### src/rtl/hazard_stall_gen.sv
// hazard_stall_gen: hazard and stall source for the 5-stage core.
// Combinational load-use / redirect / MRET hazards, a data-bus wait/timeout
// FSM driving stall_pipl, and an interrupt acceptance FSM that injects a
// one-cycle interrupt only at a safe pipeline boundary.
// Optional: define HAZARD_PERF_CNT_EN to build the 32-bit stall-cycle counter.
module hazard_stall_gen #(
  parameter int unsigned TIMEOUT_CYCLES = 16,
  parameter int unsigned CNT_W          = 8
) (
  input  logic        clk,
  input  logic        reset_n,
  input  logic [4:0]  id_rs1,
  input  logic [4:0]  id_rs2,
  input  logic        id_use_rs1,
  input  logic        id_use_rs2,
  input  logic [4:0]  exe_rd,
  input  logic        exe_mem_read,
  input  logic        exe_branch_taken,
  input  logic        exe_mret,
  input  logic        mem_req,
  input  logic        mem_ack,
  input  logic        irq_req,
  input  logic        irq_enable,
  output logic        load_hazard,
  output logic        branch_hazard,
  output logic        mret_type,
  output logic        stall_pipl,
  output logic        interrupt,
  output logic        irq_ack,
  output logic        bus_err,
  output logic [31:0] perf_stall_cnt
);

  typedef enum logic [1:0] {
    BUS_IDLE,
    BUS_WAIT,
    BUS_ERR
  } bus_state_e;

  typedef enum logic [1:0] {
    IRQ_IDLE,
    IRQ_PEND,
    IRQ_TAKE,
    IRQ_HOLD
  } irq_state_e;

  // Last stalled wait count: the stall window is TIMEOUT_CYCLES-1 cycles long,
  // counting the IDLE cycle that launches the wait as cycle 1.
  localparam logic [CNT_W-1:0] TIMEOUT_LAST = CNT_W'(TIMEOUT_CYCLES - 1);

  bus_state_e       bus_state_q, bus_state_d;
  irq_state_e       irq_state_q, irq_state_d;
  logic [CNT_W-1:0] wait_cnt_q, wait_cnt_d;
  logic [CNT_W-1:0] wait_cnt_inc;
  logic             bus_err_q, bus_err_d;
  logic             irq_take_q, irq_take_d;
  logic             stall_raw;
  logic             load_use_raw;
  logic             irq_safe;

  // Bus wait/timeout next-state and raw stall request
  always_comb begin
    bus_state_d  = bus_state_q;
    wait_cnt_d   = wait_cnt_q;
    stall_raw    = 1'b0;
    wait_cnt_inc = wait_cnt_q + 1'b1;
    unique case (bus_state_q)
      BUS_IDLE: begin
        if (mem_req && !mem_ack) begin
          stall_raw  = 1'b1;
          wait_cnt_d = CNT_W'(1);
          bus_state_d = (TIMEOUT_LAST == CNT_W'(1)) ? BUS_ERR : BUS_WAIT;
        end
      end
      BUS_WAIT: begin
        if (mem_ack) begin
          bus_state_d = BUS_IDLE;
          wait_cnt_d  = '0;
        end else begin
          stall_raw = 1'b1;
          if (!mem_req) begin
            bus_state_d = BUS_IDLE;
            wait_cnt_d  = '0;
          end else if (wait_cnt_inc == TIMEOUT_LAST) begin
            bus_state_d = BUS_ERR;
            wait_cnt_d  = '0;
          end else begin
            wait_cnt_d = wait_cnt_inc;
          end
        end
      end
      BUS_ERR: begin
        bus_state_d = BUS_IDLE;
        wait_cnt_d  = '0;
      end
      default: begin
        bus_state_d = BUS_IDLE;
        wait_cnt_d  = '0;
      end
    endcase
    bus_err_d = (bus_state_d == BUS_ERR);
  end

  // Stall is a same-cycle response to the bus; reset forces it low at once
  // even though it is decoded from inputs as well as state.
  assign stall_pipl = stall_raw & reset_n;

  // Combinational hazards, suppressed while the pipeline is frozen
  always_comb begin
    load_use_raw = exe_mem_read && (exe_rd != 5'd0) &&
                   ((id_use_rs1 && (id_rs1 == exe_rd)) ||
                    (id_use_rs2 && (id_rs2 == exe_rd)));
    load_hazard   = load_use_raw & ~stall_pipl;
    branch_hazard = exe_branch_taken & ~stall_pipl;
    mret_type     = exe_mret & ~stall_pipl;
  end

  // Interrupt acceptance next-state
  always_comb begin
    irq_state_d = irq_state_q;
    irq_safe    = ~stall_pipl & ~branch_hazard & ~mret_type & ~load_hazard & irq_enable;
    unique case (irq_state_q)
      IRQ_IDLE: if (irq_req && irq_enable) irq_state_d = IRQ_PEND;
      IRQ_PEND: begin
        if (!irq_req)      irq_state_d = IRQ_IDLE;
        else if (irq_safe) irq_state_d = IRQ_TAKE;
      end
      IRQ_TAKE: irq_state_d = IRQ_HOLD;
      IRQ_HOLD: if (!irq_req || exe_mret) irq_state_d = IRQ_IDLE;
      default:  irq_state_d = IRQ_IDLE;
    endcase
    irq_take_d = (irq_state_d == IRQ_TAKE);
  end

  // FSM state and registered pulse outputs
  always_ff @(posedge clk or negedge reset_n) begin
    if (!reset_n) begin
      bus_state_q <= BUS_IDLE;
      irq_state_q <= IRQ_IDLE;
      wait_cnt_q  <= '0;
      bus_err_q   <= 1'b0;
      irq_take_q  <= 1'b0;
    end else begin
      bus_state_q <= bus_state_d;
      irq_state_q <= irq_state_d;
      wait_cnt_q  <= wait_cnt_d;
      bus_err_q   <= bus_err_d;
      irq_take_q  <= irq_take_d;
    end
  end

  assign bus_err   = bus_err_q;
  assign interrupt = irq_take_q;
  assign irq_ack   = irq_take_q;

`ifdef HAZARD_PERF_CNT_EN
  logic [31:0] perf_cnt_q, perf_cnt_d;

  // Free-running stall-cycle counter, wraps naturally
  always_comb begin
    perf_cnt_d = perf_cnt_q + {31'd0, (stall_pipl | load_hazard)};
  end

  // Counter register
  always_ff @(posedge clk or negedge reset_n) begin
    if (!reset_n) perf_cnt_q <= '0;
    else          perf_cnt_q <= perf_cnt_d;
  end

  assign perf_stall_cnt = perf_cnt_q;
`else
  assign perf_stall_cnt = '0;
`endif

endmodule

### config.mk
export PLATFORM = sky130hd
export DESIGN_NAME = hazard_stall_gen
export DESIGN_NICKNAME = d
export VERILOG_FILES = /design/src/rtl/hazard_stall_gen.sv
export SDC_FILE = /design/constraint.sdc
export NUM_CORES = 1
export LEC_CHECK = 0
export ABC_CLOCK_PERIOD_IN_PS = 1500
export CORE_ASPECT_RATIO = 1.4
export CORE_MARGIN = 4
export CORE_UTILIZATION = 35
export CTS_CLUSTER_DIAMETER = 80
export CTS_CLUSTER_SIZE = 40
export DETAILED_ROUTE_END_ITERATION = 8
export GPL_ROUTABILITY_DRIVEN = 1
export PLACE_DENSITY_LB_ADDON = 0.2
export SYNTH_ARGS = -nofsm -noshare
export SYNTH_HDL_FRONTEND = slang
export SYNTH_SLANG_ARGS = --single-unit
export TNS_END_PERCENT = 20
### constraint.sdc
create_clock -name clk -period 1.5 [get_ports clk]
set_clock_uncertainty 0.15 [all_clocks]
set_input_delay 0.225 -clock clk [delete_from_list [all_inputs] [get_ports clk]]
set_output_delay 0.225 -clock clk [all_outputs]
set_load 0.01 [all_outputs]
==> results of run 1 <==
## metrics by stage
stage / total power, W / setup slack, ps / setup TNS (ps) / cell area, um2
finish: 0.00119 / -253 / -2510 / 1890
global route: 0.00126 / -329 / -3960 / 1890
CTS: 0.00118 / -287 / -2660 / 1810
detailed placement: 0.000768 / -821 / -9220 / 1670
global placement: 0.000759 / -792 / -9260 / 1670
floorplan: 0.000653 / -110 / -414 / 1340
## state kept, by name, indices dropped and copies added, names as in the netlist
register     count
interrupt        1
bus_state_q      2
irq_state_q      2
wait_cnt_q       8
bus_err          1
## repair_timing
| action | in CTS | in global routing |
|---|---|---|
| pin swaps | 13 | 9 |
| endpoints found under the hold margin | 14 | 0 |
| resized for setup | 48 | 19 |
| buffers inserted | 3 | 0 |
| hold buffers | 1 | 0 |
| setup endpoints to repair | 20 | 19 |
## logic make-up (layout without fill, tap and decap cells)
| kind of cell | Yosys count | count (layout) | synth area share |
|---|---|---|---|
| buffers and inverters | 41 | 75 | 0.236 |
| DFF | 14 | 14 | 0.294 |
| other | 1 | 32 | 0.00315 |
| muxes | 1 | 1 | 0.00840 |
| adders and majority gates | 2 | 2 | 0.0210 |
| AOI/OAI and AO/OA | 25 | 25 | 0.153 |
| and+or+nand+nor | 45 | 45 | 0.203 |
| xor gates and xnor gates | 11 | 11 | 0.0809 |
## report_power, final
group          internal (W)  switching, W  total (W)
registers          0.000406     0.0000317   0.000438
clock network      0.000233      0.000146   0.000379
logic              0.000197      0.000171   0.000369
total              0.000837      0.000349    0.00119
## cell usage in the layout (no fill, tap or decap), drive strengths merged, types with 2 or more instances in the layout
master	netlist	layout
a21oi	4	4
a31oi	2	2
and2	3	3
and3	3	3
buf	34	36
clkbuf	1	4
clkdlybuf4s15	0	3
clkdlybuf4s50	0	13
conb	1	32
dfrtp	14	14
dlygate4sd2	0	7
dlymetal6s2s	0	5
ha	2	2
inv	6	6
nand2	11	11
nand3	5	5
nand4	4	4
nor2	10	10
nor2b	3	3
nor4b	2	2
o21ai	7	7
o31ai	3	3
or3	2	2
xnor2	11	11
## layout make-up
type	instances	area [um2]
Fill cell	311	1300
Inverter	6	25.0
Clock buffer	4	55.1
Sequential cell	14	354
Multi-Input combinational cell	116	830
Tap cell	39	48.8
Timing Repair Buffer	65	574
## final timing paths
check / slack [ps] / from / end
min in group asynchronous: 500 / reset_n / wait_cnt_q[2]
setup / recovery: -250 / bus_state_q[1] / load_hazard
max in group asynchronous: 510 / reset_n / wait_cnt_q[0]
setup reg to reg: -220 / wait_cnt_q[0] / wait_cnt_q[3]
hold / removal: 290 / mem_ack / bus_state_q[0]
hold reg to reg: 390 / wait_cnt_q[6] / wait_cnt_q[6]
## layer usage
layer / vias to the layer above / wire (um) / track usage
met4: 0 / 57 / 0.0626
met1: 497 / 1020 / 0.131
met5: - / 0 / 0
met2: 42 / 1730 / 0.270
met3: 5 / 239 / 0.0370
li1: 545 / - / -
## critical path: stages (launching register included)
cell,delay (ps)
dfrtp_1,380
or3_4,410
inv_4,70
nor2_2,40
nand2_1,60
inv_1,50
buf_6,110
==> load_flow_metrics.sql, run 1 <==
INSERT INTO impl_metrics (metric_group, metric, value, unit) VALUES
('synth', 'synth_edf_count', '0', ''),
('placement', 'portBuffers', '32', ''),
('die', 'die_area', '4410', 'um2'),
('clock_tree', 'cts.root.buffer_cell', 'clkbuf_8', ''),
('synth', 'ys.flop_type', 'dfrtp_1', ''),
('critical_path', 'r2r.worst_path.cells', '7', ''),
('final_layout', 'fin_cells', '244', ''),
('sta', 'rsz_0062_raised_after_global_routing', 'true', ''),
('sta', 'timing.fmax', '0.570', 'GHz'),
('detailed_routing', 'post_detailed_route_wirelength_per_cell', '12.5', 'um'),
('global_route', 'grt_pass1_vias', '1175', ''),
('detailed_routing', 'residual_drc_count', '0', ''),
('clock_tree', 'tritoncts', 'done', ''),
('die', 'pin_count', '65', ''),
('critical_path', 'timing.critical_path.fanout_max', '3', ''),
('clock_tree', 'total_clock_sinks', '14', ''),
('sta', 'hold_violations', '0', ''),
('global_route', 'grt_pass1_wl', '4.90', 'mm'),
('synth', 'netlist_instances', '140', ''),
('global_route', 'antenna_found_initial', '0', ''),
('clock_tree', 'tritoncts.num_buffers', '3', ''),
('sta', 'setup_violations', '14', ''),
('global_route', 'grt-ovfl-total', '0', ''),
('outcome', 'violations', 'setup timing', ''),
('die', 'die_h', '77.0', 'um'),
('synth', 'synthesized_area', '1190', 'um2'),
('critical_path', 'worst_ep_required_time', '1120', 'ps'),
('sta', 'setup_ws', '-253', 'ps'),
('pwr', 'irDropWorstVdd', '0.000403', 'V'),
('pwr', 'leakage', '0.915', 'nW'),
('die', 'start_util', '0.374', ''),
('synth', 'async_set_or_reset_flop_fraction_in_the_synthesized_netlist', '1.00', ''),
('final_layout', 'insertedDiodeCount', '0', ''),
('final_layout', 'final_net_count', '234', ''),
('final_layout', 'final_layout_size_suffix_gt1_frac', '0.341', ''),
('critical_path', 'cp_data_arrival_time', '1380', 'ps'),
('synth', 'synthesis.area_per_instance', '8.51', 'um2'),
('die', 'coreArea', '3180', 'um2'),
('synth', 'number_of_distinct_library_cells_after_synthesis', '38', ''),
('die', 'die_w', '57.3', 'um'),
('detailed_routing', 'dr_total_vias', '1089', ''),
('placement', 'routabilityCongestion', '0.742', ''),
('synth', 'synth_largest_area_cell', 'dfrtp_1', ''),
('detailed_routing', 'dr.first_iter.drc_count', '9', ''),
('synth', 'post-synth-top-area-fraction', '0.294', ''),
('outcome', 'status', 'finished, violations left', ''),
('flow_run', 'max_cap_violations', '0', ''),
('die', 'num_rows', '24', ''),
('detailed_routing', 'routed_wirelength', '3.05', 'mm'),
('synth', 'ys.warnings.count', '0', ''),
('synth', 'seq_area_frac_synth', '0.294', ''),
('final_layout', 'utilization', '0.593', ''),
('detailed_routing', 'drt-pass1-iter-count', '2', ''),
('clock_tree', 'later_pin_clock_latency_in_the_skew_report', '250', 'ps'),
('sta', 'post-route-min-period', '1750', 'ps'),
('pwr', 'power.density', '628', 'nW/um2'),
('sta', 'final_max_slew_viol_count', '0', ''),
('detailed_routing', 'vias_per_cell', '4.46', ''),
('global_route', 'grtUsageTotal', '0.140', ''),
('global_route', 'maximum_number_of_pins_on_one_net_before_global_route_repair', '15', ''),
('final_layout', 'synthToLayoutAreaGrowth', '58.4', '%'),
('synth', 'yosys-top-cells-area', 'dfrtp_1 (29%), buf_4 (21%), xnor2_1 (8.1%), nand2_1 (3.2%), nor2_1 (3.2%)', ''),
('detailed_routing', 'drtAntennaViolNets', '0', ''),
('critical_path', 'worstSetupEndpointType', 'primary output', ''),
('synth', 'ys_seq_elements', '14', ''),
('sta', 'whs', '292', 'ps'),
('synth', 'netlist_top_cells_count', 'buf_4 (34), dfrtp_1 (14), xnor2_1 (11)', ''),
('critical_path', 'critical_path_class', 'register to primary output', ''),
('clock_tree', 'h-tree-depth', '1', ''),
('critical_path', 'setup.worst_path.start_class', 'register', ''),
('clock_tree', 'clk_buf_depth', '2', ''),
('clock_tree', 'clkSlewWorstSetupHoldPaths', '60', 'ps'),
('min_path', 'min_path_cells', '4', ''),
('min_path', 'hold_path.class', 'input port to register', ''),
('placement', 'post-dp-hpwl', '2.42', 'mm'),
('synth', 'yosysMostFrequentCell', 'buf_4', ''),
('placement', 'numPlacedInstances', '236', ''),
('sta', 'fin_crit_sh', '1.17', '');
No activity file was read; power rests on OpenSTA's default activity.
==> inputs of run 2 (changes only) <==
REMOVE_ABC_BUFFERS = 1   (was default)
==> run 2 against run 1 <==
  * The flow still finishes with violations (setup timing)
  * Hold slack got worse by 61 ps
  * Critical path type is now register to register
  * Total power decreased by 1.3%
  * Register-to-register slack got worse by 90 ps
  * Clock power decreased by 1%
  * Combinational power decreased by 2%
  * Critical path depth increased by 1
  * Design area decreased by 0.66%
  * Routed wire length increased by 3.3%
  * Setup slack got worse by 55 ps
  * Cell count increased by 1.2%
==> load_flow_metrics.sql, run 2 (synthesis results as in run 1) <==
INSERT INTO impl_metrics (metric_group, metric, value, unit) VALUES
('outcome', 'violations', 'setup timing', ''),
('critical_path', 'r2r-end', 'wait_cnt_q[1]', ''),
('final_layout', 'largest_regs', 'wait_cnt_q (8), bus_state_q (2), irq_state_q (2)', ''),
('min_path', 'min_path_cells', '5', ''),
('clock_tree', 'later_pin_clock_latency_in_the_skew_report', '250', 'ps'),
('die', 'coreArea', '3180', 'um2'),
('sta', 'fin_crit_sh', '1.21', ''),
('sta', 'timing.fmax', '0.553', 'GHz'),
('critical_path', 'r2r.worst_path.cells', '7', ''),
('critical_path', 'cp_slowest_cell', 'dfrtp_1', ''),
('final_layout', 'fillCellCount', '299', ''),
('final_layout', 'largest_reg_flops', '8', ''),
('final_layout', 'insertedDiodeCount', '0', ''),
('min_path', 'hold_path.class', 'input port to register', ''),
('clock_tree', 'total_clock_sinks', '14', ''),
('final_layout', 'final_layout_size_suffix_gt1_frac', '0.327', ''),
('critical_path', 'cp_data_arrival_time', '1820', 'ps'),
('global_route', 'grt-ovfl-total', '0', ''),
('critical_path', 'critical-path-top-delay-family', 'simple AND/OR/NAND/NOR gates', ''),
('critical_path', 'worst_setup_path_startpoint', 'wait_cnt_q[1]', ''),
('clock_tree', 'tritoncts.num_buffers', '3', ''),
('sta', 'post-route-min-period', '1810', 'ps'),
('min_path', 'hold_start', 'mem_ack', ''),
('pwr', 'power.share.switching', '0.291', ''),
('detailed_routing', 'vias_per_cell', '4.55', ''),
('clock_tree', 'tritoncts', 'done', ''),
('critical_path', 'critical_path.cell_chain', 'ha_2 > nand3_2 > or3_4 > nand4_4 > buf_4 > inv_2 > o31ai_2', ''),
('pwr', 'seq_power_share', '0.370', ''),
('global_route', 'grtUsageTotal', '0.137', ''),
('final_layout', 'synthToLayoutAreaGrowth', '57.4', '%'),
('final_layout', 'mostFrequentLayoutCell', 'conb_1', ''),
('pwr', 'power.density', '624', 'nW/um2'),
('die', 'pin_count', '65', ''),
('detailed_routing', 'post_detailed_route_wirelength_per_cell', '12.8', 'um'),
('global_route', 'grt_pass1_wl', '4.94', 'mm'),
('pwr', 'p_comb_frac', '0.310', ''),
('sta', 'final_max_slew_viol_count', '0', ''),
('sta', 'rsz_0062_raised_after_global_routing', 'true', ''),
('sta', 'whs', '231', 'ps'),
('sta', 'hold_violations', '0', ''),
('pwr', 'leakage', '0.935', 'nW'),
('pwr', 'irDropWorstVdd', '0.000336', 'V'),
('die', 'die_h', '77.0', 'um'),
('placement', 'routabilityCongestion', '0.764', ''),
('die', 'die_w', '57.3', 'um'),
('critical_path', 'critPathMaxStageDelay', '420', 'ps'),
('clock_tree', 'clkSlewWorstSetupHoldPaths', '60', 'ps'),
('pwr', 'power.internal', '0.000829', 'W'),
('critical_path', 'timing.critical_path.fanout_max', '7', ''),
('placement', 'post-dp-hpwl', '2.47', 'mm'),
('pwr', 'clock_power_share', '0.320', ''),
('placement', 'portBuffers', '32', ''),
('clock_tree', 'h-tree-depth', '1', ''),
('critical_path', 'worst_ep_required_time', '1510', 'ps'),
('final_layout', 'layout.cells.most_common_list', 'conb_1 (32), buf_4 (31), dfrtp_1 (14), clkdlybuf4s50_1 (14), xnor2_1 (11)', ''),
('detailed_routing', 'dr.first_iter.drc_count', '22', ''),
('critical_path', 'crit_buf_inv', '2', ''),
('outcome', 'status', 'finished, violations left', ''),
('detailed_routing', 'residual_drc_count', '0', ''),
('final_layout', 'top_register', 'wait_cnt_q', ''),
('sta', 'setup_violations', '14', ''),
('critical_path', 'setup.worst_path.start_class', 'register', ''),
('sta', 'setup_ws', '-308', 'ps'),
('detailed_routing', 'dr_total_vias', '1125', ''),
('die', 'num_rows', '24', ''),
('min_path', 'timing.hold.worst_endpoint', 'bus_state_q[0]', ''),
('global_route', 'grt_pass1_vias', '1220', ''),
('final_layout', 'final_net_count', '237', ''),
('detailed_routing', 'routed_wirelength', '3.16', 'mm'),
('die', 'die_area', '4410', 'um2'),
('detailed_routing', 'drt-pass1-iter-count', '4', ''),
('placement', 'pre_cts_ws', '-846', 'ps'),
('critical_path', 'critical_path_class', 'register to register', ''),
('critical_path', 'regToRegStartpoint', 'wait_cnt_q[1]', ''),
('global_route', 'maximum_number_of_pins_on_one_net_before_global_route_repair', '15', ''),
('clock_tree', 'cts.root.buffer_cell', 'clkbuf_8', ''),
('global_route', 'antenna_found_initial', '0', ''),
('pwr', 'fin_total_pwr', '0.00117', 'W'),
('pwr', 'net-switching-power', '0.000341', 'W'),
('critical_path', 'rrSetupSlack', '-310', 'ps'),
('die', 'start_util', '0.374', ''),
('detailed_routing', 'drtAntennaViolNets', '0', ''),
('critical_path', 'worstSetupEndpointType', 'register', ''),
('clock_tree', 'clk_buf_depth', '2', ''),
('flow_run', 'max_cap_violations', '0', '');
==> run 2: changes by cell type in the layout (fill, tap and decap cells not counted), moves of 2 or more <==
cell / before / now
and3_2: 0 / 2
and3_4: 2 / 0
dfrtp_1: 11 / 14
dfrtp_2: 3 / 0
dlygate4sd2_1: 7 / 5
nor2_4: 0 / 2
o21ai_2: 2 / 0
==> run 2: power by group through the flow <==
stage          registers, W  logic [W]  clock network (W)
3_5_place_dp       0.000436   0.000329                  0
6_report           0.000433   0.000362           0.000374
3_3_place_gp       0.000434   0.000320                  0
2_1_floorplan      0.000433   0.000154                  0
5_1_grt            0.000437   0.000397           0.000398
4_1_cts            0.000430   0.000337           0.000380
==> run 2: tightest hold or removal path: cells and delay by family <==
family / cells / cell delay (ps)
AND/OR/NAND/NOR: 2 / 100
AO/OA/AOI/OAI: 1 / 40
buffers and inverters: 2 / 230
==> run 2: worst max path at each step <==
stage               endpoint  slack, ps  depth (start not counted)
5_1_grt        wait_cnt_q[3]       -410                          7
2_1_floorplan  wait_cnt_q[0]       -150                          6
3_3_place_gp     load_hazard       -810                          7
3_5_place_dp     load_hazard       -850                          7
6_report       wait_cnt_q[1]       -310                          7
4_1_cts           stall_pipl       -320                          4
==> run 2: final cells by class <==
| class | count | area [um2] | area share |
|---|---|---|---|
| multi-input cells | 116 | 792 | 0.423 |
| repair buffers | 68 | 603 | 0.322 |
| flip-flops and latches | 14 | 350 | 0.187 |
| clock buffers | 4 | 55.1 | 0.0294 |
| well taps | 39 | 48.8 | 0.0260 |
| inverters | 6 | 25.0 | 0.0134 |
==> run 2: layer usage <==
layer / vias up / track usage / share of wire / wire [um]
met3: 6 / 0.0218 / 0.065 / 205
met5: - / 0 / 0 / 0
li1: 547 / - / - / -
met1: 530 / 0.115 / 0.31 / 967
met4: 0 / 0.0650 / 0.019 / 59
met2: 42 / 0.287 / 0.61 / 1920
==> run 2: metrics by stage <==
step | TNS [ps] | instances | util | area, um2
2_1_floorplan | -592 | 136 | - | 1050
3_3_place_gp | -8010 | 238 | 0.518 | 1650
3_5_place_dp | -8170 | 238 | 0.518 | 1650
4_1_cts | -3440 | 246 | 0.554 | 1760
5_1_grt | -4230 | 247 | 0.589 | 1870
6_report | -3100 | 247 | 0.589 | 1870
==> run 2: timing repair <==
action / in CTS / in global routing
setup buffers: 3 / 3
endpoints found under the hold margin: 14 / 0
setup endpoints to repair: 19 / 19
hold buffers: 1 / 0
gates resized for setup: 34 / 33
pin swaps: 9 / 20
